`config.mk`:
```
export PLATFORM = sky130hd
export DESIGN_NAME = key_debounce_ctrl
export DESIGN_NICKNAME = d
export VERILOG_FILES = /design/src/rtl/key_debounce_ctrl_pkg.sv /design/src/rtl/key_debounce_ctrl_sync_2ff.sv /design/src/rtl/key_debounce_ctrl.sv
export SDC_FILE = /design/constraint.sdc
export NUM_CORES = 1
export LEC_CHECK = 0
export CAP_MARGIN = 5
export CELL_PAD_IN_SITES_DETAIL_PLACEMENT = 1
export CELL_PAD_IN_SITES_GLOBAL_PLACEMENT = 2
export CORE_MARGIN = 2
export CORE_UTILIZATION = 28
export CTS_BUF_LIST = sky130_fd_sc_hd__clkbuf_4 sky130_fd_sc_hd__clkbuf_8
export DETAILED_ROUTE_END_ITERATION = 10
export GPL_TIMING_DRIVEN = 0
export PLACE_DENSITY_LB_ADDON = 0.1
export SLEW_MARGIN = 15
export SYNTH_ARGS = -nofsm -noshare
export SYNTH_HDL_FRONTEND = slang
export SYNTH_SLANG_ARGS = --single-unit
```
`constraint.sdc`:
```
create_clock -name clk -period 1.15 [get_ports clk]
set_input_delay 0.115 -clock clk [delete_from_list [all_inputs] [get_ports clk]]
set_output_delay 0.115 -clock clk [all_outputs]
set_load 0.01 [all_outputs]
```
`src/rtl/key_debounce_ctrl_pkg.sv`:
```
// Shared types for the key debounce controller.
package key_debounce_ctrl_pkg;

  // Debounce FSM states. The encodings are fixed so that they line up with the other blocks.
  typedef enum logic [1:0] {
    ST_IDLE    = 2'd0,
    ST_WAIT_P  = 2'd1,
    ST_PRESSED = 2'd2,
    ST_WAIT_R  = 2'd3
  } state_e;

endpackage

```
`src/rtl/key_debounce_ctrl_sync_2ff.sv`:
```
// Two-flop synchroniser for one asynchronous bit. The reset value is a parameter.
module key_debounce_ctrl_sync_2ff #(
  parameter logic RST_VAL = 1'b0
) (
  input  logic clk,
  input  logic rst_n,
  input  logic d_i,
  output logic q_o
);

  logic meta_q;
  logic sync_q;

  // The metastable first stage feeds the second stage. Only the second stage is used downstream.
  always_ff @(posedge clk or negedge rst_n) begin
    if (!rst_n) begin
      meta_q <= RST_VAL;
      sync_q <= RST_VAL;
    end else begin
      meta_q <= d_i;
      sync_q <= meta_q;
    end
  end

  assign q_o = sync_q;

endmodule

```
`src/rtl/key_debounce_ctrl.sv`:
```
// Push-button debounce front-end. It synchronises the key, asks delay_10ms for a
// settle wait, and confirms the press or release when dly_over returns.
module key_debounce_ctrl #(
  parameter logic KEY_ACTIVE = 1'b0,
  parameter int   CNT_W      = 8
) (
  input  logic             clk,
  input  logic             rst_n,
  input  logic             key_in,
  input  logic             dly_over,
  output logic             dly_sig,
  output logic             key_state,
  output logic             key_press,
  output logic             key_release,
  output logic [CNT_W-1:0] press_cnt
);
  import key_debounce_ctrl_pkg::*;

  logic             key_sync;
  logic             key_s;
  state_e           state_q,       state_d;
  logic             dly_sig_q,     dly_sig_d;
  logic             key_state_q,   key_state_d;
  logic             key_press_q,   key_press_d;
  logic             key_release_q, key_release_d;
  logic [CNT_W-1:0] cnt_q,         cnt_d;

  // The synchroniser resets to the released level so that reset never looks like a press.
  key_debounce_ctrl_sync_2ff #(.RST_VAL(~KEY_ACTIVE)) u_sync (
    .clk   (clk),
    .rst_n (rst_n),
    .d_i   (key_in),
    .q_o   (key_sync)
  );

  assign key_s = (key_sync == KEY_ACTIVE);

  // Next-state and registered-output logic. Every strobe defaults low, so each one lasts a single cycle.
  always_comb begin
    state_d       = state_q;
    dly_sig_d     = 1'b0;
    key_state_d   = key_state_q;
    key_press_d   = 1'b0;
    key_release_d = 1'b0;
    cnt_d         = cnt_q;
    unique case (state_q)
      ST_IDLE: begin
        if (key_s) begin
          dly_sig_d = 1'b1;
          state_d   = ST_WAIT_P;
        end
      end
      ST_WAIT_P: begin
        // The key level is not looked at until the settle wait ends.
        if (dly_over) begin
          if (key_s) begin
            state_d     = ST_PRESSED;
            key_state_d = 1'b1;
            key_press_d = 1'b1;
            cnt_d       = cnt_q + 1'b1;
          end else begin
            state_d = ST_IDLE;
          end
        end
      end
      ST_PRESSED: begin
        if (!key_s) begin
          dly_sig_d = 1'b1;
          state_d   = ST_WAIT_R;
        end
      end
      ST_WAIT_R: begin
        if (dly_over) begin
          if (!key_s) begin
            state_d       = ST_IDLE;
            key_state_d   = 1'b0;
            key_release_d = 1'b1;
          end else begin
            state_d = ST_PRESSED;
          end
        end
      end
      default: state_d = ST_IDLE;
    endcase
  end

  // State and output registers. An async reset drops back to IDLE even in the middle of a wait.
  always_ff @(posedge clk or negedge rst_n) begin
    if (!rst_n) begin
      state_q       <= ST_IDLE;
      dly_sig_q     <= 1'b0;
      key_state_q   <= 1'b0;
      key_press_q   <= 1'b0;
      key_release_q <= 1'b0;
      cnt_q         <= '0;
    end else begin
      state_q       <= state_d;
      dly_sig_q     <= dly_sig_d;
      key_state_q   <= key_state_d;
      key_press_q   <= key_press_d;
      key_release_q <= key_release_d;
      cnt_q         <= cnt_d;
    end
  end

  assign dly_sig     = dly_sig_q;
  assign key_state   = key_state_q;
  assign key_press   = key_press_q;
  assign key_release = key_release_q;
  assign press_cnt   = cnt_q;

endmodule

```
# After elaboration in Yosys (flattened, before gate mapping)
# Cells that the tools add are included.
# op_classes
add_sub_neg	1
eq_ne	10
mux	17
bitwise_logic	1
n_reduce_logical	6
# op_table
cell	n
1-bit 2-to-1 mux	10
8-bit by 1-bit adder with 8-bit output, second input constant	1
2-bit 2-to-1 mux	4
2-bit != test, second input constant	4
2-bit by 1-bit != test with 1-bit output, second input constant	3
2-bit one-hot mux with 3 select lines	1
3-bit AND reduction	2
5-bit AND reduction	1
2-bit == test, second input constant	2
1-bit one-hot mux with 2 select lines	2
2-bit by 1-bit == test with 1-bit output, second input constant	1
2-bit zero test	1
2-bit nonzero test	1
2-bit OR reduction	1
1-bit inverter	1
# word_totals
ff_bits	16
in_bits	4
output_inout_bits	12
elab_cells	43

# Longest topological paths before layout
# logic_depth
word_depth	4
mapped_depth	5

# Modules after synthesis
# From an unflattened synthesis, not the netlist that was laid out.
# hier_totals
hier_cells	51
hier_area_um2	625.6
# modules_own_cells
module	n_inst	cells_each	area_per_inst_um2	seq_area_each_um2
key_debounce_ctrl	1	49	573.0	350.3
key_debounce_ctrl_sync_2ff	1	2	52.6	52.6

# Least setup slack after synthesis
# No wires, ideal clock.
# synth_timing
path_type	register to register
start	register (tool-made name)
end	register cnt_q[7] (netlist: press_cnt[7])
t_arrival_ps	1109
required_ps	1071
setup_slack_ps	-38
path_stages_with_launch	5
n_path_buf	1
cell_sequence	dfrtp_1 -> nand4bb_1 -> buf_6 -> nor4_4 -> xor2_1
# synth_lines
element	line	source
to (signal assigned)	key_debounce_ctrl.sv:102	cnt_q <= cnt_d;
to (decl)	key_debounce_ctrl.sv:26	logic [CNT_W-1:0] cnt_q, cnt_d;

==> results <==
==> routing by layer <==
layer	GRT usage, %	routed length [um]	part of all wire, %
met3	5.26	51	3.6
met5	0	0	0
met2	21.9	711	51
met1	14.7	622	44
met4	3.95	12	0.86
==> worst reg2reg max path, cell delays in order (launching register included) <==
cell	delay, ns
dfrtp_1	0.39
nand4bb_1	0.19
buf_6	0.17
inv_6	0.07
nand4_1	0.08
xnor2_1	0.15
==> cells by family (layout without fill, tap and decap cells) <==
family	after synthesis	count (layout)	share of synthesized area (%)
AND/OR/NAND/NOR	21	21	18.2
buffers and inverters	3	32	2.99
AO/OA/AOI/OAI	3	3	2.79
XOR/XNOR	7	7	9.78
flip-flops	16	16	64.3
adder cells (fa/ha/maj)	1	1	2.00
==> path summary, 6_finish.rpt <==
check | from | slack, ns | cells past startpoint | to
setup / recovery | flop | -0.02 | 5 | press_cnt[4]$_DFFE_PN0P_
hold / removal | key_in | 0.24 | 1 | u_sync.meta_q$_DFF_PN1_
setup reg to reg | flop | -0.02 | 5 | press_cnt[4]$_DFFE_PN0P_
hold reg to reg | u_sync.meta_q$_DFF_PN1_ | 0.36 | 0 | u_sync.q_o$_DFF_PN1_
max in group asynchronous | rst_n | 0.43 | 1 | key_state$_DFFE_PN0P_
min in group asynchronous | rst_n | 0.26 | 1 | press_cnt[5]$_DFFE_PN0P_
==> power breakdown <==
part / total, mW / switching (mW) / internal, mW
clock network: 0.325 / 0.167 / 0.158
logic: 0.734 / 0.354 / 0.381
registers: 0.793 / 0.0863 / 0.707
==> cell usage in the layout (no fill, tap or decap), types with 2 or more instances in the layout <==
| cell | n |
|---|---|
| dfstp_2 | 2 |
| dlygate4sd2_1 | 12 |
| nor2_1 | 4 |
| clkdlybuf4s50_1 | 3 |
| xnor2_1 | 2 |
| buf_4 | 8 |
| buf_6 | 3 |
| nand3_2 | 2 |
| xor2_1 | 4 |
| nor3_4 | 2 |
| dfrtp_1 | 14 |
| nand2_1 | 7 |
| clkbuf_4 | 4 |
==> what timing repair did <==
item,4_1_cts,5_1_grt
buffers inserted,10,0
pin swaps,7,4
endpoints found under the setup margin,17,11
resized for setup,24,4
==> sequential cells by signal, summed over array words and instances, names as in the netlist, named ones only <==
signal	flops
dly_sig	1
key_release	1
press_cnt	8
key_state	1
state_q	1
u_sync.q_o	1
u_sync.meta_q	1
key_press	1
==> layout make-up <==
class / instances / share of cell area, %
buffer: 1 / 1.15
clock buffer: 4 / 3.07
inverter: 2 / 1.28
multi-input combinational: 32 / 27.4
sequential: 16 / 41.2
tap: 28 / 3.59
timing repair buffer: 25 / 22.3
==> reports/qor.yml <==
status: "finished with violations"
violations: "negative setup slack"
grtUsageTotal_pct: 12.8
cellPowerDensity_nw_per_um2: 1900
dieArea_um2: 2630
drt_iter0_drc: 1
worstMarginPinSlew_ns: 0.728
fin_hold_ws_ns: 0.245
ant_nets: 0
htreeDepth: 1
core_area_um2: 2170
fin_util_pct: 45.0
synth-edff-count: 0
finalSetupViolations: 3
syn_to_final_growth_pct: 55.9
post-place-ws_ns: -0.288
seq_area_frac_synth_pct: 64.3
slew_headroom_pct: 51.3
drc: 0
nNetsFinal: 86
fin_area_um2: 977
regArea_um2: 403
grt_pass1_wl_mm: 2.37
cts.sinks: 16
post-route-period-util_pct: 102
cts_tree: "done"
multiInputGateArea_um2: 268
start_util_pct: 28.9
slowest_delay_ns: 0.39
end_kind: "flop"
slew_viol_final: 0
crit_chain: "nand4bb_1, buf_6, inv_6, nand4_1, xnor2_1"
port_buffers: 15
start_kind: "flop"
dr_total_vias: 475
timing.fmax_mhz: 854
rsz0062_at_grt: "true"
hold_buffers: 0
total_power_mw: 1.85
ir_drop_mv: 0.824
die_w_um: 51.3
syn_nets: 56
cp_max_fo: 6
fillCellCount: 251
async_flop_share_pct: 100
wl_per_cell_um: 12.9
gp_congestion: 0.728
cp.arrival_ns: 1.33
drive_above_1_share_pct: 35.0
yosys.area.top_type: "dfrtp_1"
cts_root_buffer: "clkbuf_4"
hold_violations: 0
required_ns: 1.31
yosys_warnings: 0
hp-class: "input port to flop"
die_h_um: 51.3
insertion_delay_ns: 0.28
placed_area_um2: 812
finalSetupTns_ns: -0.0514
fin_ws_ns: -0.0210
syn_avg_cell_area_um2: 12.3
ys.flop_type: "dfrtp_1"
ioPinCount: 16
n_antenna_cell: 0
grt-ovfl-total: 0
placed_cells: 94
clk_pin_slew_worst_paths_ns: 0.10
avgViaCountPerCell: 4.40
yosysTopAreaCellShare_pct: 55.9
numCtsBuffers: 3
maxCapViolCount: 0
netlist_instances: 51
final_cells: 108
rows: 17
synth_commonest_cells: "dfrtp_1, nand2_1, nor2_1, xor2_1, xnor2_1"
drt-pass1-iter-count: 2
criticalPathCategory: "flop to flop"
clock_path_buffers: 2
yosys.cell_types.count: 18
antenna_found_initial: 0
syn_area_um2: 627
worst-path-buf-inv: 2
totalWireLength_mm: 1.40
layout_min_cycle_time_ns: 1.17
skew_ns: 0.0109
yosysMostFrequentCell: "dfrtp_1"
grt_pass1_vias: 505
netlist_top_cells_area: "dfrtp_1, dfstp_2, xor2_1"
p_leak_nw: 0.553
ys_seq_elements: 16
cp_slowest_cell: "dfrtp_1"
crit_family: "flip-flops"
hpwl_um: 905
grt_max_degree: 17
(Power assumes the default switching activity.)
==> patch: new RTL, same flow settings <==
The parameter `CNT_W` goes from 8 to 6.
--- a/src/rtl/key_debounce_ctrl.sv
+++ b/src/rtl/key_debounce_ctrl.sv
@@ -4,3 +4,3 @@
   parameter logic KEY_ACTIVE = 1'b0,
-  parameter int   CNT_W      = 8
+  parameter int   CNT_W      = 6
 ) (
Ports: changed (resized press_cnt); port bits go from 16 to 14. The function was not compared with the original's and may differ.
==> patch against the original RTL <==
The flow still finishes with violations (negative setup slack). Global-route usage fell by 1.9 points. Count of clock-buffer cells in the layout did not move. Largest power group unchanged. Cell count is 19% lower. Design area is 22% lower. Critical path type unchanged. Setup slack got worse by 0.063 ns. Routed wire length decreased by 26%. Area after synthesis down 16%. Total power decreased by 8.1%. Critical path depth fell by 2. Sequential power decreased by 8.2%. Sequential cell count is 2 lower. Fmax is 5.1% lower.
==> patch: results (changes against the original RTL) <==
[timing]
clock_tree_skew_after_final_layout_ns=0.0125  ; +0.00161 ns
postLayoutSetupSlackWorst_ns=-0.0841  ; -0.0630 ns
report.final.setup_viol=2  ; -1
finalSetupTns_ns=-0.133  ; -0.0815 ns

[synthesis]
postSynthNetCount=44  ; -21%
yosys-top-cells-count=sky130_fd_sc_hd__dfrtp_1 (12), sky130_fd_sc_hd__nand2_1 (5), sky130_fd_sc_hd__xnor2_1 (4), sky130_fd_sc_hd__nor2_1 (3)
synth.lib_cells_used.distinct=17  ; -1

[status]
run_status=finished, violations left
failed_checks=negative setup slack

[global_routing]
grt_pass1_vias=379  ; -25%
grt.met2_usage_pct=17.3  ; -4.6 points
met3_usage_pct=2.31  ; -3.0 points

[worst_setup_path]
path_max_fanout=8  ; +2
worst_ep_arrival_time_ns=1.41  ; +0.08 ns

[hold_path]
holdCritPathClass=input pin to asynchronous set/reset pin

[route]
met1_wire_length_um=468  ; -25%
met2_routed_wirelength_um=521  ; -27%
drt_pass1_iterations=1  ; -1
routed-wl-met3_um=41  ; -20%

[power]
irDropWorstVdd_v=0.00101  ; +23%
pwr-share-clk_pct=18.2  ; +0.7 points

[placed_design]
placement.cell_area_um2=686  ; -16%
globalplace.congestion=0.667  ; -8.4%
port_buffers=13  ; -2

[finish]
largest_register_ffs=6  ; -2
post_route_cells_drive_above_1_share_pct=27.0  ; -8.0 points

[cts]
post_cts.resized_instances=11  ; -54%

==> patch: cell types whose count changed after synthesis, moves of 2 or more <==
cell,before,now
sky130_fd_sc_hd__xor2_1,4,1
sky130_fd_sc_hd__nand3_1,2,0
sky130_fd_sc_hd__nand2_1,9,5
sky130_fd_sc_hd__nor3_1,2,0
sky130_fd_sc_hd__dfrtp_1,14,12
==> patch: layout make-up <==
cell class              instances  area, um^2
repair buffers                 20         170
fillers                       198         986
well taps                      25        31.3
multi-input cells              23         160
flip-flops and latches         14         353
plain buffers                   1        11.3
clock buffers                   4        30.0
inverters                       1        3.75
==> patch: worst min-delay path by stage <==
stage,depth (start not counted),start,slack [ns],to
after floorplan,0,rst_n,-0.18,asynchronous set/reset pin
after global placement,0,u_sync.meta_q$_DFF_PN1_,0.35,u_sync.q_o$_DFF_PN1_
after detailed placement,0,u_sync.meta_q$_DFF_PN1_,0.35,u_sync.q_o$_DFF_PN1_
after CTS,1,rst_n,0.23,key_press$_DFF_PN0_
after global routing,1,rst_n,0.25,press_cnt[5]$_DFFE_PN0P_
final,1,rst_n,0.21,press_cnt[5]$_DFFE_PN0P_
==> patch: cells by family after synthesis <==
logic type               count (synthesis)  synth area share, %
AO/OA/AOI/OAI                            3                 3.34
adder cells (fa/ha/maj)                  1                 2.39
buffers and inverters                    2                 2.86
AND/OR/NAND/NOR                         13                 12.9
multiplexers                             1                 2.86
XOR/XNOR                                 5                 8.35
flip-flops                              14                 67.3
==> patch: critical path: cells and delay by family, from the launching register on <==
family | cells | cell delay [ns]
multiplexers | 1 | 0.29
AND/OR/NAND/NOR | 1 | 0.18
buffers and inverters | 1 | 0.14
flip-flops | 1 | 0.53
